--- src/rtl/atm_pkg.sv ---
// atm_pkg: state, op and action encodings shared by the ATM session controller.
package atm_pkg;
  typedef logic [3:0] state_t;
  localparam state_t S_IDLE   = 4'd0;
  localparam state_t S_CHK    = 4'd1;
  localparam state_t S_PIN    = 4'd2;
  localparam state_t S_MENU   = 4'd3;
  localparam state_t S_AMT    = 4'd4;
  localparam state_t S_EXEC   = 4'd5;
  localparam state_t S_REPORT = 4'd6;
  localparam state_t S_EJECT  = 4'd7;
  localparam state_t S_RETAIN = 4'd8;
  typedef enum logic [1:0] {OP_DEP = 2'b00, OP_WDR = 2'b01, OP_BAL = 2'b10, OP_EXIT = 2'b11} op_t;
  localparam logic [4:0] ACT_IDLE   = 5'd0;
  localparam logic [4:0] ACT_CHK    = 5'd1;
  localparam logic [4:0] ACT_PIN    = 5'd2;
  localparam logic [4:0] ACT_MENU   = 5'd3;
  localparam logic [4:0] ACT_AMT    = 5'd4;
  localparam logic [4:0] ACT_EXEC   = 5'd5;
  localparam logic [4:0] ACT_REPORT = 5'd6;
  localparam logic [4:0] ACT_EJECT  = 5'd7;
  localparam logic [4:0] ACT_RETAIN = 5'd8;
  // State codes are chosen to coincide with their action codes.
  function automatic logic [4:0] act_of(state_t s);
    return {1'b0, s};
  endfunction
endpackage

--- src/rtl/atm_timeout_ctr.sv ---
// atm_timeout_ctr: inactivity down-counter; expired once N-1 enabled cycles pass since clear.
module atm_timeout_ctr #(
  parameter int N = 1000
) (
  input  logic clk,
  input  logic rst_n,
  input  logic clr,
  input  logic en,
  output logic expired
);
  localparam int W = $clog2(N);
  localparam logic [W-1:0] LOAD = W'(N - 1);
  logic [W-1:0] cnt;
  always_ff @(posedge clk or negedge rst_n)
    if (!rst_n) cnt <= LOAD;
    else if (clr) cnt <= LOAD;
    else if (en && cnt != '0) cnt <= cnt - 1'b1;
  assign expired = cnt == '0;
endmodule

--- src/rtl/atm_session_ctrl.sv ---
// atm_session_ctrl: card/PIN/menu session FSM with balance register and inactivity timeout.
module atm_session_ctrl
  import atm_pkg::*;
#(
  parameter int PIN_W       = 4,
  parameter int BAL_W       = 16,
  parameter int MAX_TRIES   = 3,
  parameter int TIMEOUT_CYC = 1000,
  parameter int INIT_BAL    = 100
) (
  input  logic                             clk,
  input  logic                             rst_n,
  input  logic                             card_in,
  input  logic                             card_valid,
  input  logic [PIN_W-1:0]                 card_pin,
  input  logic                             pin_vld,
  input  logic [PIN_W-1:0]                 pin_in,
  input  logic                             op_vld,
  input  logic [1:0]                       op_sel,
  input  logic                             amt_vld,
  input  logic [BAL_W-1:0]                 amt_in,
  input  logic                             cancel,
  output logic [4:0]                       action,
  output logic [BAL_W-1:0]                 balance,
  output logic [$clog2(MAX_TRIES+1)-1:0]   tries_left,
  output logic                             done,
  output logic                             err
);
  localparam int TW = $clog2(MAX_TRIES + 1);
  state_t state, state_n;
  logic [PIN_W-1:0] pin_q;
  logic [1:0] op_q;
  logic [BAL_W-1:0] amt_q;
  logic [BAL_W:0] sum;
  logic wait_st, abort, accept, expired, timeout, pin_ok, last_try, exec_bad;
  assign wait_st  = state inside {S_PIN, S_MENU, S_AMT};
  // A pulled card aborts exactly like cancel, and only where cancel is honoured.
  assign abort    = (cancel || !card_in) && (wait_st || state == S_CHK);
  assign accept   = (state == S_PIN && pin_vld) || (state == S_MENU && op_vld) || (state == S_AMT && amt_vld);
  assign timeout  = wait_st && expired && !abort && !accept;
  assign pin_ok   = pin_in == pin_q;
  assign last_try = tries_left == TW'(1);
  assign sum      = {1'b0, balance} + {1'b0, amt_q};
  assign exec_bad = (op_q == OP_DEP) ? sum[BAL_W] : (amt_q > balance);
  always_comb begin
    state_n = state;
    case (state)
      S_IDLE:   state_n = card_in ? S_CHK : S_IDLE;
      S_CHK:    state_n = (abort || !card_valid) ? S_EJECT : S_PIN;
      S_PIN:    state_n = abort ? S_EJECT : pin_vld ? (pin_ok ? S_MENU : last_try ? S_RETAIN : S_PIN)
                        : expired ? S_EJECT : S_PIN;
      S_MENU:   state_n = abort ? S_EJECT
                        : op_vld ? (op_sel == OP_BAL ? S_REPORT : op_sel == OP_EXIT ? S_EJECT : S_AMT)
                        : expired ? S_EJECT : S_MENU;
      S_AMT:    state_n = abort ? S_EJECT : amt_vld ? S_EXEC : expired ? S_EJECT : S_AMT;
      S_EXEC:   state_n = S_REPORT;
      S_REPORT: state_n = S_MENU;
      S_EJECT:  state_n = card_in ? S_EJECT : S_IDLE;
      S_RETAIN: state_n = S_RETAIN;
      default:  state_n = S_IDLE;
    endcase
  end
  atm_timeout_ctr #(.N(TIMEOUT_CYC)) u_tmo (
    .clk(clk), .rst_n(rst_n), .clr(state_n != state || accept || !wait_st), .en(wait_st), .expired(expired)
  );
  always_ff @(posedge clk or negedge rst_n)
    if (!rst_n) begin
      state      <= S_IDLE;
      action     <= ACT_IDLE;
      balance    <= INIT_BAL[BAL_W-1:0];
      tries_left <= MAX_TRIES[TW-1:0];
      done       <= 1'b0;
      err        <= 1'b0;
      pin_q      <= '0;
      op_q       <= '0;
      amt_q      <= '0;
    end else begin
      state  <= state_n;
      action <= act_of(state_n);
      done   <= (state == S_MENU && !abort && op_vld && op_sel == OP_BAL) || (state == S_EXEC && !exec_bad);
      err    <= timeout || (state == S_EXEC && exec_bad);
      if (state == S_CHK) pin_q <= card_pin;
      if (state == S_MENU && op_vld) op_q <= op_sel;
      if (state == S_AMT && amt_vld) amt_q <= amt_in;
      if (state == S_PIN && pin_vld && !abort) tries_left <= pin_ok ? MAX_TRIES[TW-1:0] : tries_left - 1'b1;
      if (state == S_EXEC && !exec_bad) balance <= (op_q == OP_DEP) ? sum[BAL_W-1:0] : balance - amt_q;
    end
endmodule

--- config.mk ---
export PLATFORM = sky130hd
export DESIGN_NAME = atm_session_ctrl
export DESIGN_NICKNAME = d
export VERILOG_FILES = /design/src/rtl/atm_pkg.sv /design/src/rtl/atm_timeout_ctr.sv /design/src/rtl/atm_session_ctrl.sv
export SDC_FILE = /design/constraint.sdc
export NUM_CORES = 1
export LEC_CHECK = 0
export ABC_CLOCK_PERIOD_IN_PS = 2900
export CORE_AREA = 3 3 100 102
export DETAILED_ROUTE_END_ITERATION = 7
export DIE_AREA = 0 0 103 105
export PLACE_DENSITY = 0.75
export SYNTH_ARGS = -nofsm -noshare
export SYNTH_HDL_FRONTEND = slang
export SYNTH_SLANG_ARGS = --single-unit
--- constraint.sdc ---
create_clock -name clk -period 2.9 [get_ports clk]
set_input_delay 0.725 -clock clk [delete_from_list [all_inputs] [get_ports clk]]
set_output_delay 0.725 -clock clk [all_outputs]
set_load 0.02 [all_outputs]
## Word level (Yosys, flattened, before mapping)

Cells that the tools add are included.

- Multiply operators: 0
- Reduce and logical (&&, ||, !) cells: 35
- Shift-type cells: 0
- Divide/modulo/power cells: 0
- Add/subtract/negate cells: 4
- Order comparisons: 1
- Eq/ne operators: 13
- Bitwise gates (word level): 0
- Muxes and demuxes: 22

Operators with widths:

| cell | count |
|---|---|
| one-hot mux 4 bit (9 select lines) | 1 |
| 2-to-1 mux 10 bit | 2 |
| 2-to-1 mux 3 bit | 6 |
| adder 16 x 16 -> 17 bit | 1 |
| == test 4 x 3 -> 1 bit, second input constant | 4 |
| greater-than comparator 16 bit | 1 |
| 2-to-1 mux 16 bit | 1 |
| 2-to-1 mux 4 bit | 4 |
| subtractor 16 bit | 1 |
| logical AND 1 bit | 14 |
| 2-to-1 mux 2 bit | 6 |
| logical NOT 10 bit | 1 |
| nonzero test 10 bit | 1 |
| subtractor 10 x 1 -> 10 bit, second input constant | 1 |
| logical OR 1 bit | 9 |
| == test 4 x 2 -> 1 bit, second input constant | 2 |
| logical NOT 1 bit | 6 |
| == test 2 bit, second input constant | 2 |
| == test 4 x 1 -> 1 bit, second input constant | 1 |
| == test 4 bit | 1 |
| == test 4 bit, second input constant | 1 |
| logical NOT 4 bit | 1 |
| inequality test 4 bit | 1 |
| nonzero test 3 bit | 1 |
| other kinds (5) | 6 |

- Latch bits: 0
- Register bits: 56
- Bits of input ports: 34
- RAM bits: 0
- Word-level logic and storage cells: 84
- Bits in read-only memories: 0
- Output and inout port bits: 25
- Memories kept: 0

## Longest topological paths before layout

Gate-level depths: netlist of run 1.

- Depth after elaboration: 11
- Mapped depth: 13
- Gate-level depth less buffers: 11

## By module

From an unflattened synthesis of run 1, not the netlist that was laid out.

- Cell total of the unflattened synthesis: 464
- Area, all modules: 4,335.4 µm²

Modules (own cells, without submodules):

| module | sequential area each (µm²) | area an instance (µm²) | times used | cells an instance |
|---|---|---|---|---|
| atm_session_ctrl | 1,157.4 | 3,734.8 | 1 | 406 |
| atm_timeout_ctr | 260.2 | 600.6 | 1 | 58 |

## Worst setup path before layout of run 1

OpenSTA, ideal clock, no wires.

- Path kind: reg-to-reg
- Start: register balance[0]
- End: register balance[10]
- Setup time: 125 ps
- Cell stages (with the launch flop): 14
- Path buffers: 2
- Arrival: 2,971 ps
- Period minus slack after synthesis: 3,096 ps
- Setup slack: -196 ps
- Data required time: 2,775 ps
- Cell sequence: dfrtp_1 > inv_1 > ha_1 > fa_1 > nand2b_1 > a21oi_2 > or4_4 > a221oi_2 > a2111oi_2 > nor2_1 > or3_1 > buf_6 > buf_12 > mux2_4

- Cells in the longest elaborated chain, start to end: 4
- Elaborated cells between the ends (all ways): 7
- Those cells by class: 2 x add/sub; 1 x order compare; 2 x mux; 2 x reduce/logical

Ends and longest elaborated chain:

| item | RTL line | text |
|---|---|---|
| from (decl) | atm_session_ctrl.sv:24 | `output logic [BAL_W-1:0] balance,` |
| from (signal assigned) | atm_session_ctrl.sv:70 | `balance <= INIT_BAL[BAL_W-1:0];` |
| from (signal assigned) | atm_session_ctrl.sv:86 | `if (state == S_EXEC && !exec_bad) balance <= (op_q == OP_DEP) ? sum[BAL_W-1:0] : balance - amt_q;` |
| adder 16 x 16 -> 17 bit or greater-than comparator 16 bit (tied branches) | atm_session_ctrl.sv:43, atm_session_ctrl.sv:44 |  |
| 2-to-1 mux 1 bit | atm_session_ctrl.sv:44 | `assign exec_bad = (op_q == OP_DEP) ? sum[BAL_W] : (amt_q > balance);` |
| logical NOT 1 bit | atm_session_ctrl.sv:86 |  |
| logical AND 1 bit | atm_session_ctrl.sv:86 |  |

Parallel ways exist; a longest one is shown, timed or not.
A chain may end at the register's enable or synchronous reset.

## Final worst setup path of run 1

- Start: register balance[0]
- End: register balance[7]

The elaborated chain is that of the path after synthesis.

==> summary.txt, run 1 <==
Floorplan
  – Vert. Die Dim: 105 um
  – Rows: 35
  – Top Ports: 59
  – Starting density of the core: 0.4484
  – Core box area: 9196 um2
  – Die Area: 10820 um2
  – Overall die width: 103 um

Worst hold path
  – Hold crit path type: in2async

Synthesis
  – Flop and latch count out of synthesis: 56
  – Synth Warn #: 0
  – Post-synthesis instance area: 4124 um2
  – Synthesized Nets: 500
  – Syn_area_per_cell: 9.591 um2
  – Syn Inst Count: 430
  – Primary FF master, synth: dfrtp_1
  – Number of enable flip-flop cells after synthesis: 0
  – Fraction of the yosys area taken by sequential cells: 0.3438
  – Distinct cell type count after synthesis: 70
  – Asr flop ratio synth: 1.000

STA
  – Number of failing setup endpoints in the final timing report: 10
  – Setup repair after global routing missed its margin: yes
  – Relative slew margins: 0.5369
  – Setup skew after layout: 0.009980 ns
  – Maximum operating frequency: 0.3416 GHz
  – Hold Worst Slack: 0.4292 ns
  – Max-slew violation count: 0
  – Number of failing hold endpoints at the final stage: 0
  – Final worst-path cycle share: 1.009
  – Slew at the pin with the worst max-slew slack: 0.6947 ns
  – Final critical-path required period: 2.928 ns
  – Setup WS post-layout: -0.02751 ns

Clock network
  – Hold-fix buffer count after cts: 0
  – Max Buffers Root-to-Sink: 2
  – Clock tree from TritonCTS: yes
  – Insertion delay to the later sink of the worst-skew pair: 0.33 ns
  – Depth of the CTS H-tree: 2
  – CTS Buf Count: 5
  – CTS Sinks: 56
  – CTS Root Cell: clkbuf_8
  – Clock slew at reported path FFs: 0.11 ns

GRT
  – Global Route Usage Sum: 0.1881
  – Antenna violations before repair: 0
  – Wire length of the first global-routing pass: 16550 um
  – Total congestion overflow: 0
  – Pin count of the biggest net entering global routing: 30
  – Via count of the first global-routing pass: 3659

Detailed routing
  – Detailed Routing Iterations Pass 1: 4
  – Routed vias/inst: 5.551
  – Number of remaining DRC errors: 0
  – Iteration-0 DRC count of the detailed router: 75
  – Total number of vias: 3486
  – Routed len/inst: 15.67 um
  – Total wire length: 9843 um
  – Antenna Nets Post-Route: 0

Cells and area
  – Most common library cell in the layout ignoring fill and taps: clkdlybuf4s50_1
  – Most frequent cells in the layout: clkdlybuf4s50_1 (56), dfrtp_1 (41), buf_4 (34), nand2_1 (31), ha_1 (31)
  – Antenna diodes: 0
  – Synthesis-to-finish area growth: 27.28%
  – Final instance count without filler cells: 628
  – Proportion of layout cells with a drive suffix above 1: 0.2456
  – Final nets: 586
  – Final instance area: 5249 um2

Setup path
  – Number of buffer and inverter stages on the critical path: 3
  – Most numerous cell on the critical path: buf_6
  – Crit Path Class: reg2reg
  – WP depth: 13
  – Highest-delay cell along the critical path: or4_4
  – Max incr delay on CP: 0.42 ns
  – Kind of start point of the critical path: flip-flop
  – Worst EP required: 3.11 ns
  – Worst-path cell chain: buf_6 > ha_4 > inv_2 > fa_2 > o21ba_4 > or4_4 > nand3_2 > and2_4 > a221oi_2 > nor4_2 > or3_4 > buf_6 > mux2_2
  – Data arrival time of the critical path: 3.14 ns
  – Maximum fanout count along the critical path: 5
  – Cell count of the worst reg-to-reg path: 13
  – Endpoint kind of the worst setup timing path: flip-flop
  – Cell type group with the largest total delay on the critical path: simple AND/OR/NAND/NOR gates

Outcome
  – Status: finished with violations
  – Violated checks: negative setup slack

Pwr
  – Leakage: 2.296 nW
  – Power Total: 0.006989 W
  – Max IR drop VDD: 0.4892 mV
  – PwrDens: 1331 nW/um2

Placed design
  – Final Wtd Congestion: 0.9257
  – Placed instance area: 5031 um2
  – Minimum setup slack after placement: -0.1609 ns
  – Port-buffer cells: 57
  – HPWL after DPL: 7507 um
  – Count of placed standard cells including taps: 613

Run
  – Number of max-cap violations: 0
==> cells in the mapped netlist (2+ instances only) <==
cell type / count / area, um2
nor4_1: 10 / 62.56
buf_2: 5 / 25.02
a22oi_1: 2 / 15.01
o21ai_1: 2 / 10.01
nor3b_1: 2 / 15.01
clkbuf_1: 7 / 26.28
a21oi_1: 15 / 75.07
nand2b_1: 3 / 18.77
ha_1: 34 / 425.4
a221oi_1: 6 / 52.55
or3_1: 8 / 50.05
and2_1: 2 / 12.51
a31oi_1: 4 / 25.02
nor2b_1: 7 / 43.79
o21ba_2: 2 / 20.02
a211oi_1: 11 / 82.58
o211ai_1: 4 / 30.03
dfrtp_1: 43 / 1076
nor2_1: 28 / 105.1
nand3b_1: 2 / 15.01
xnor2_1: 18 / 157.7
or2_2: 2 / 12.51
buf_4: 2 / 15.01
nand3_1: 7 / 35.03
nand2_1: 31 / 116.4
a21o_1: 4 / 30.03
o21ai_0: 21 / 105.1
mux2_2: 28 / 315.3
xor2_1: 8 / 70.07
dfstp_2: 13 / 341.6
inv_1: 29 / 108.9
mux2_4: 7 / 105.1
mux2i_1: 3 / 30.03
o31a_1: 4 / 35.03
fa_1: 2 / 40.04
nor3_1: 16 / 80.08
o21bai_1: 2 / 15.01
o31ai_1: 4 / 30.03
==> metrics by stage <==
step / setup TNS [ns] / util
after floorplan: -0.3804 / -
after global placement: -0.6658 / 0.5471
after detailed placement: -2.205 / 0.5471
after CTS: -0.002899 / 0.5623
after global routing: -1.654 / 0.5707
final: -0.1532 / 0.5707
==> final timing paths <==
kind                                 end          start  slack [ns]
setup / recovery              balance[7]     balance[0]       -0.03
hold / removal                  amt_q[3]          rst_n        0.43
setup reg to reg              balance[7]     balance[0]       -0.03
hold reg to reg            tries_left[1]  tries_left[1]        0.50
max in group asynchronous   u_tmo.cnt[1]          rst_n        1.80
min in group clk           tries_left[1]  tries_left[1]        0.50
==> worst register-to-register path, cell delays in order (launching register included) <==
cell	delay (ns)
dfrtp_2	0.40
buf_6	0.10
ha_4	0.12
inv_2	0.04
fa_2	0.35
o21ba_4	0.20
or4_4	0.42
nand3_2	0.08
and2_4	0.14
a221oi_2	0.06
nor4_2	0.23
or3_4	0.22
buf_6	0.12
mux2_2	0.33
==> power breakdown <==
group	leakage, nW	internal, W	total, W	switching [W]
Clock	0.0414	0.000173	0.000453	0.000280
Combinational	1.59	0.00253	0.00508	0.00255
Sequential	0.663	0.00113	0.00146	0.000324
==> logic make-up (layout without fill, tap and decap cells) <==
family          Yosys count  after routing  share of synthesized area
simple gates            129            129                     0.1602
flops                    56             56                     0.3438
buf+inv                  48            135                    0.05521
other cells               1              1                  0.0009093
compound gates           96             96                     0.1626
fa+ha+maj                36             36                     0.1129
mux                      38             38                     0.1092
xor+xnor                 26             26                    0.05522
==> per-layer routing <==
layer / wire (um) / track usage / up-vias / part of all wire
met5: 0 / 0 / - / 0
met4: 148 / 0.04995 / 0 / 0.015
met3: 571 / 0.05140 / 18 / 0.058
met2: 4762 / 0.3162 / 85 / 0.48
met1: 4361 / 0.2344 / 1663 / 0.44
li1: - / - / 1720 / -
==> sequential cells by signal, summed over array words and instances, names as in the netlist <==
name,cells
amt_q,16
balance,16
u_tmo.cnt,10
action,4
pin_q,4
op_q,2
tries_left,2
done,1
err,1
==> area by class of cell <==
type,instances,area [um2]
fill,831,3948
multi-input combinational,326,2591
sequential,56,1420
timing repair buffer,97,897.1
tap,111,138.9
inverter,30,112.6
clock buffer,6,72.57
clock inverter,2,16.27
==> what timing repair did <==
action / 4_1_cts / 5_1_grt
endpoints found under the setup margin: 17 / 17
buffers inserted: 3 / 4
pin swaps: 4 / 2
gates resized for setup: 5 / 12
No activity file was read; power rests on OpenSTA's default activity.
==> run 2, diff against run 1 <==
--- a/config.mk
+++ b/config.mk
@@ -6,9 +6,9 @@
 export NUM_CORES = 1
 export LEC_CHECK = 0
 export ABC_CLOCK_PERIOD_IN_PS = 2900
-export CORE_AREA = 3 3 100 102
+export CORE_AREA = 2 2 99 101
 export DETAILED_ROUTE_END_ITERATION = 7
-export DIE_AREA = 0 0 103 105
+export DIE_AREA = 0 0 101 103
 export PLACE_DENSITY = 0.75
 export SYNTH_ARGS = -nofsm -noshare
 export SYNTH_HDL_FRONTEND = slang
==> summary.txt, run 2 (same netlist as run 1, synthesis figures left out) <==
Pwr
  – Fraction of power spent switching nets: 0.4549
  – Max IR drop VDD: 0.4138 mV
  – Pint: 0.003854 W
  – Power Total: 0.007070 W
  – Switching power: 0.003216 W
  – Leakage: 2.330 nW
  – Clock group share of total power: 0.064
  – Power share of the sequential group: 0.202
  – PwrDens: 1332 nW/um2
  – Fraction of power consumed by combinational cells: 0.734

Floorplan
  – Starting density of the core: 0.4360
  – Overall die width: 101 um
  – Vert. Die Dim: 103 um
  – Die Area: 10400 um2
  – Top Ports: 59
  – Rows: 36
  – Core box area: 9459 um2

GRT
  – Total congestion overflow: 0
  – Wire length of the first global-routing pass: 16170 um
  – Global Route Usage Sum: 0.1922
  – Antenna violations before repair: 0
  – Pin count of the biggest net entering global routing: 57
  – Via count of the first global-routing pass: 3518

Clock network
  – Hold-fix buffer count after cts: 0
  – Max Buffers Root-to-Sink: 2
  – Depth of the CTS H-tree: 2
  – Clock tree from TritonCTS: yes
  – CTS Buf Count: 5
  – Insertion delay to the later sink of the worst-skew pair: 0.32 ns
  – CTS Sinks: 56
  – CTS Root Cell: clkbuf_8
  – Clock slew at reported path FFs: 0.11 ns

Cells and area
  – Final nets: 584
  – Most common library cell in the layout ignoring fill and taps: clkdlybuf4s50_1
  – Synthesis-to-finish area growth: 28.67%
  – Proportion of layout cells with a drive suffix above 1: 0.2485
  – Most frequent cells in the layout: clkdlybuf4s50_1 (56), dfrtp_1 (40), nand2_1 (31), buf_4 (31), ha_1 (30)
  – Antenna diodes: 0
  – Registers with the most flip-flops: amt_q x16, balance x16, u_tmo.cnt x10
  – Final instance count without filler cells: 629
  – Number of fill cells: 845

Setup path
  – Worst-path cell chain: ha_4 > fa_2 > nand2b_4 > a21oi_4 > or4_4 > a221oi_4 > a2111oi_4 > nor2_1 > or3_4 > clkbuf_16 > mux2_4
  – Maximum fanout count along the critical path: 5
  – Cell count of the worst reg-to-reg path: 11
  – Endpoint kind of the worst setup timing path: flip-flop
  – Worst EP required: 3.12 ns
  – Max incr delay on CP: 0.46 ns
  – Cell type group with the largest total delay on the critical path: simple AND/OR/NAND/NOR gates
  – Data arrival time of the critical path: 3.10 ns
  – Crit Path Class: reg2reg
  – Highest-delay cell along the critical path: dfrtp_2
  – Number of buffer and inverter stages on the critical path: 1
  – Kind of start point of the critical path: flip-flop
  – WP depth: 11

Placed design
  – Count of placed standard cells including taps: 618
  – Final Wtd Congestion: 0.9461
  – HPWL after DPL: 7196 um
  – Port-buffer cells: 57
  – Minimum setup slack after placement: -0.1384 ns

STA
  – Hold Worst Slack: 0.3899 ns
  – Number of failing hold endpoints at the final stage: 0
  – Setup repair after global routing missed its margin: yes
  – Number of failing setup endpoints in the final timing report: 0
  – Maximum operating frequency: 0.3472 GHz
  – Slew at the pin with the worst max-slew slack: 0.6218 ns
  – Final worst-path cycle share: 0.9932
  – Setup skew after layout: 0.01306 ns
  – Relative slew margins: 0.5817
  – Setup WS post-layout: 0.01970 ns
  – Final critical-path required period: 2.880 ns
  – Max-slew violation count: 0

Detailed routing
  – Total number of vias: 3515
  – Number of remaining DRC errors: 0
  – Antenna Nets Post-Route: 0
  – Routed vias/inst: 5.588
  – Detailed Routing Iterations Pass 1: 5
  – Routed len/inst: 15.59 um
  – Total wire length: 9803 um
  – Iteration-0 DRC count of the detailed router: 143

Outcome
  – Status: completed

Run
  – Number of max-cap violations: 0

Worst hold path
  – Hold crit path type: in2async
-- run 2: cell count changes in the layout (fill, tap and decap cells not counted), moves of 2 or more --
cell      before  now
mux2_2        26   21
mux2_4         9   14
buf_4         34   31
clkinv_2       0    2
-- run 2: cell type report --
type	instances	area, um2	share of cell area
Clock inverter	3	18.77	0.003537
Clock buffer	5	68.82	0.01297
Timing Repair Buffer	95	908.4	0.1712
Inverter	30	112.6	0.02122
Tap cell	114	142.6	0.02688
Multi-Input combinational cell	326	2634	0.4963
Sequential cell	56	1421	0.2679
-- run 2: worst reg2reg max path: stages, from the launching register on --
cell	delay, ns
dfrtp_2	0.46
ha_4	0.17
fa_2	0.34
nand2b_4	0.16
a21oi_4	0.14
or4_4	0.16
a221oi_4	0.08
a2111oi_4	0.30
nor2_1	0.09
or3_4	0.42
clkbuf_16	0.18
mux2_4	0.29
-- run 2: through the flow --
stage          utilization  setup TNS, ns  instance area [um2]
6_report            0.5610              0                 5306
5_1_grt             0.5610         -1.268                 5306
4_1_cts             0.5472      -0.009373                 5176
3_5_place_dp        0.5352         -2.304                 5062
3_3_place_gp        0.5352        -0.8139                 5062
2_1_floorplan            -        -0.3804                 4182
-- run 2: worst paths after layout --
| kind | start | end | slack (ns) |
|---|---|---|---|
| worst max register to register | amt_q[0] | balance[13] | 0.02 |
| max in group asynchronous | rst_n | tries_left[0] | 2.20 |
| min in group clk | tries_left[0] | tries_left[0] | 0.51 |
| worst min register to register | tries_left[0] | tries_left[0] | 0.51 |
| worst max-delay path | amt_q[0] | balance[13] | 0.02 |
| worst min-delay path | rst_n | balance[10] | 0.39 |
-- run 2: power by group through the flow --
stage | sequential [W] | combinational, W | clock (W)
after floorplan | 0.00157 | 0.00329 | 0
after global placement | 0.00143 | 0.00471 | 0
after detailed placement | 0.00145 | 0.00480 | 0
after CTS | 0.00143 | 0.00489 | 0.000468
after global routing | 0.00148 | 0.00567 | 0.000498
final | 0.00143 | 0.00519 | 0.000451
-- run 2: what timing repair did --
action                                  in CTS  in global routing
pin swaps                                    3                  1
endpoints found under the setup margin      17                 17
buffers inserted                             1                  1
gates resized for setup                      3                 21
gates cloned                                 0                  1
-- run 2: layer usage --
metal  up-vias  part of all wire  global-route usage
met1      1677              0.45              0.2384
li1       1713                 -                   -
met2       110              0.49              0.3369
met4         0             0.012             0.06341
met5         -                 0                   0
met3        15             0.056             0.03797
==> run 3, diff against run 2 <==
--- a/config.mk
+++ b/config.mk
@@ -6,6 +6,7 @@
 export NUM_CORES = 1
 export LEC_CHECK = 0
 export ABC_CLOCK_PERIOD_IN_PS = 2900
+export CAP_MARGIN = 20
 export CORE_AREA = 2 2 99 101
 export DETAILED_ROUTE_END_ITERATION = 7
 export DIE_AREA = 0 0 101 103
==> results of run 3 <==
No change in the layout: final DEF, timing and power equal those of run 2.
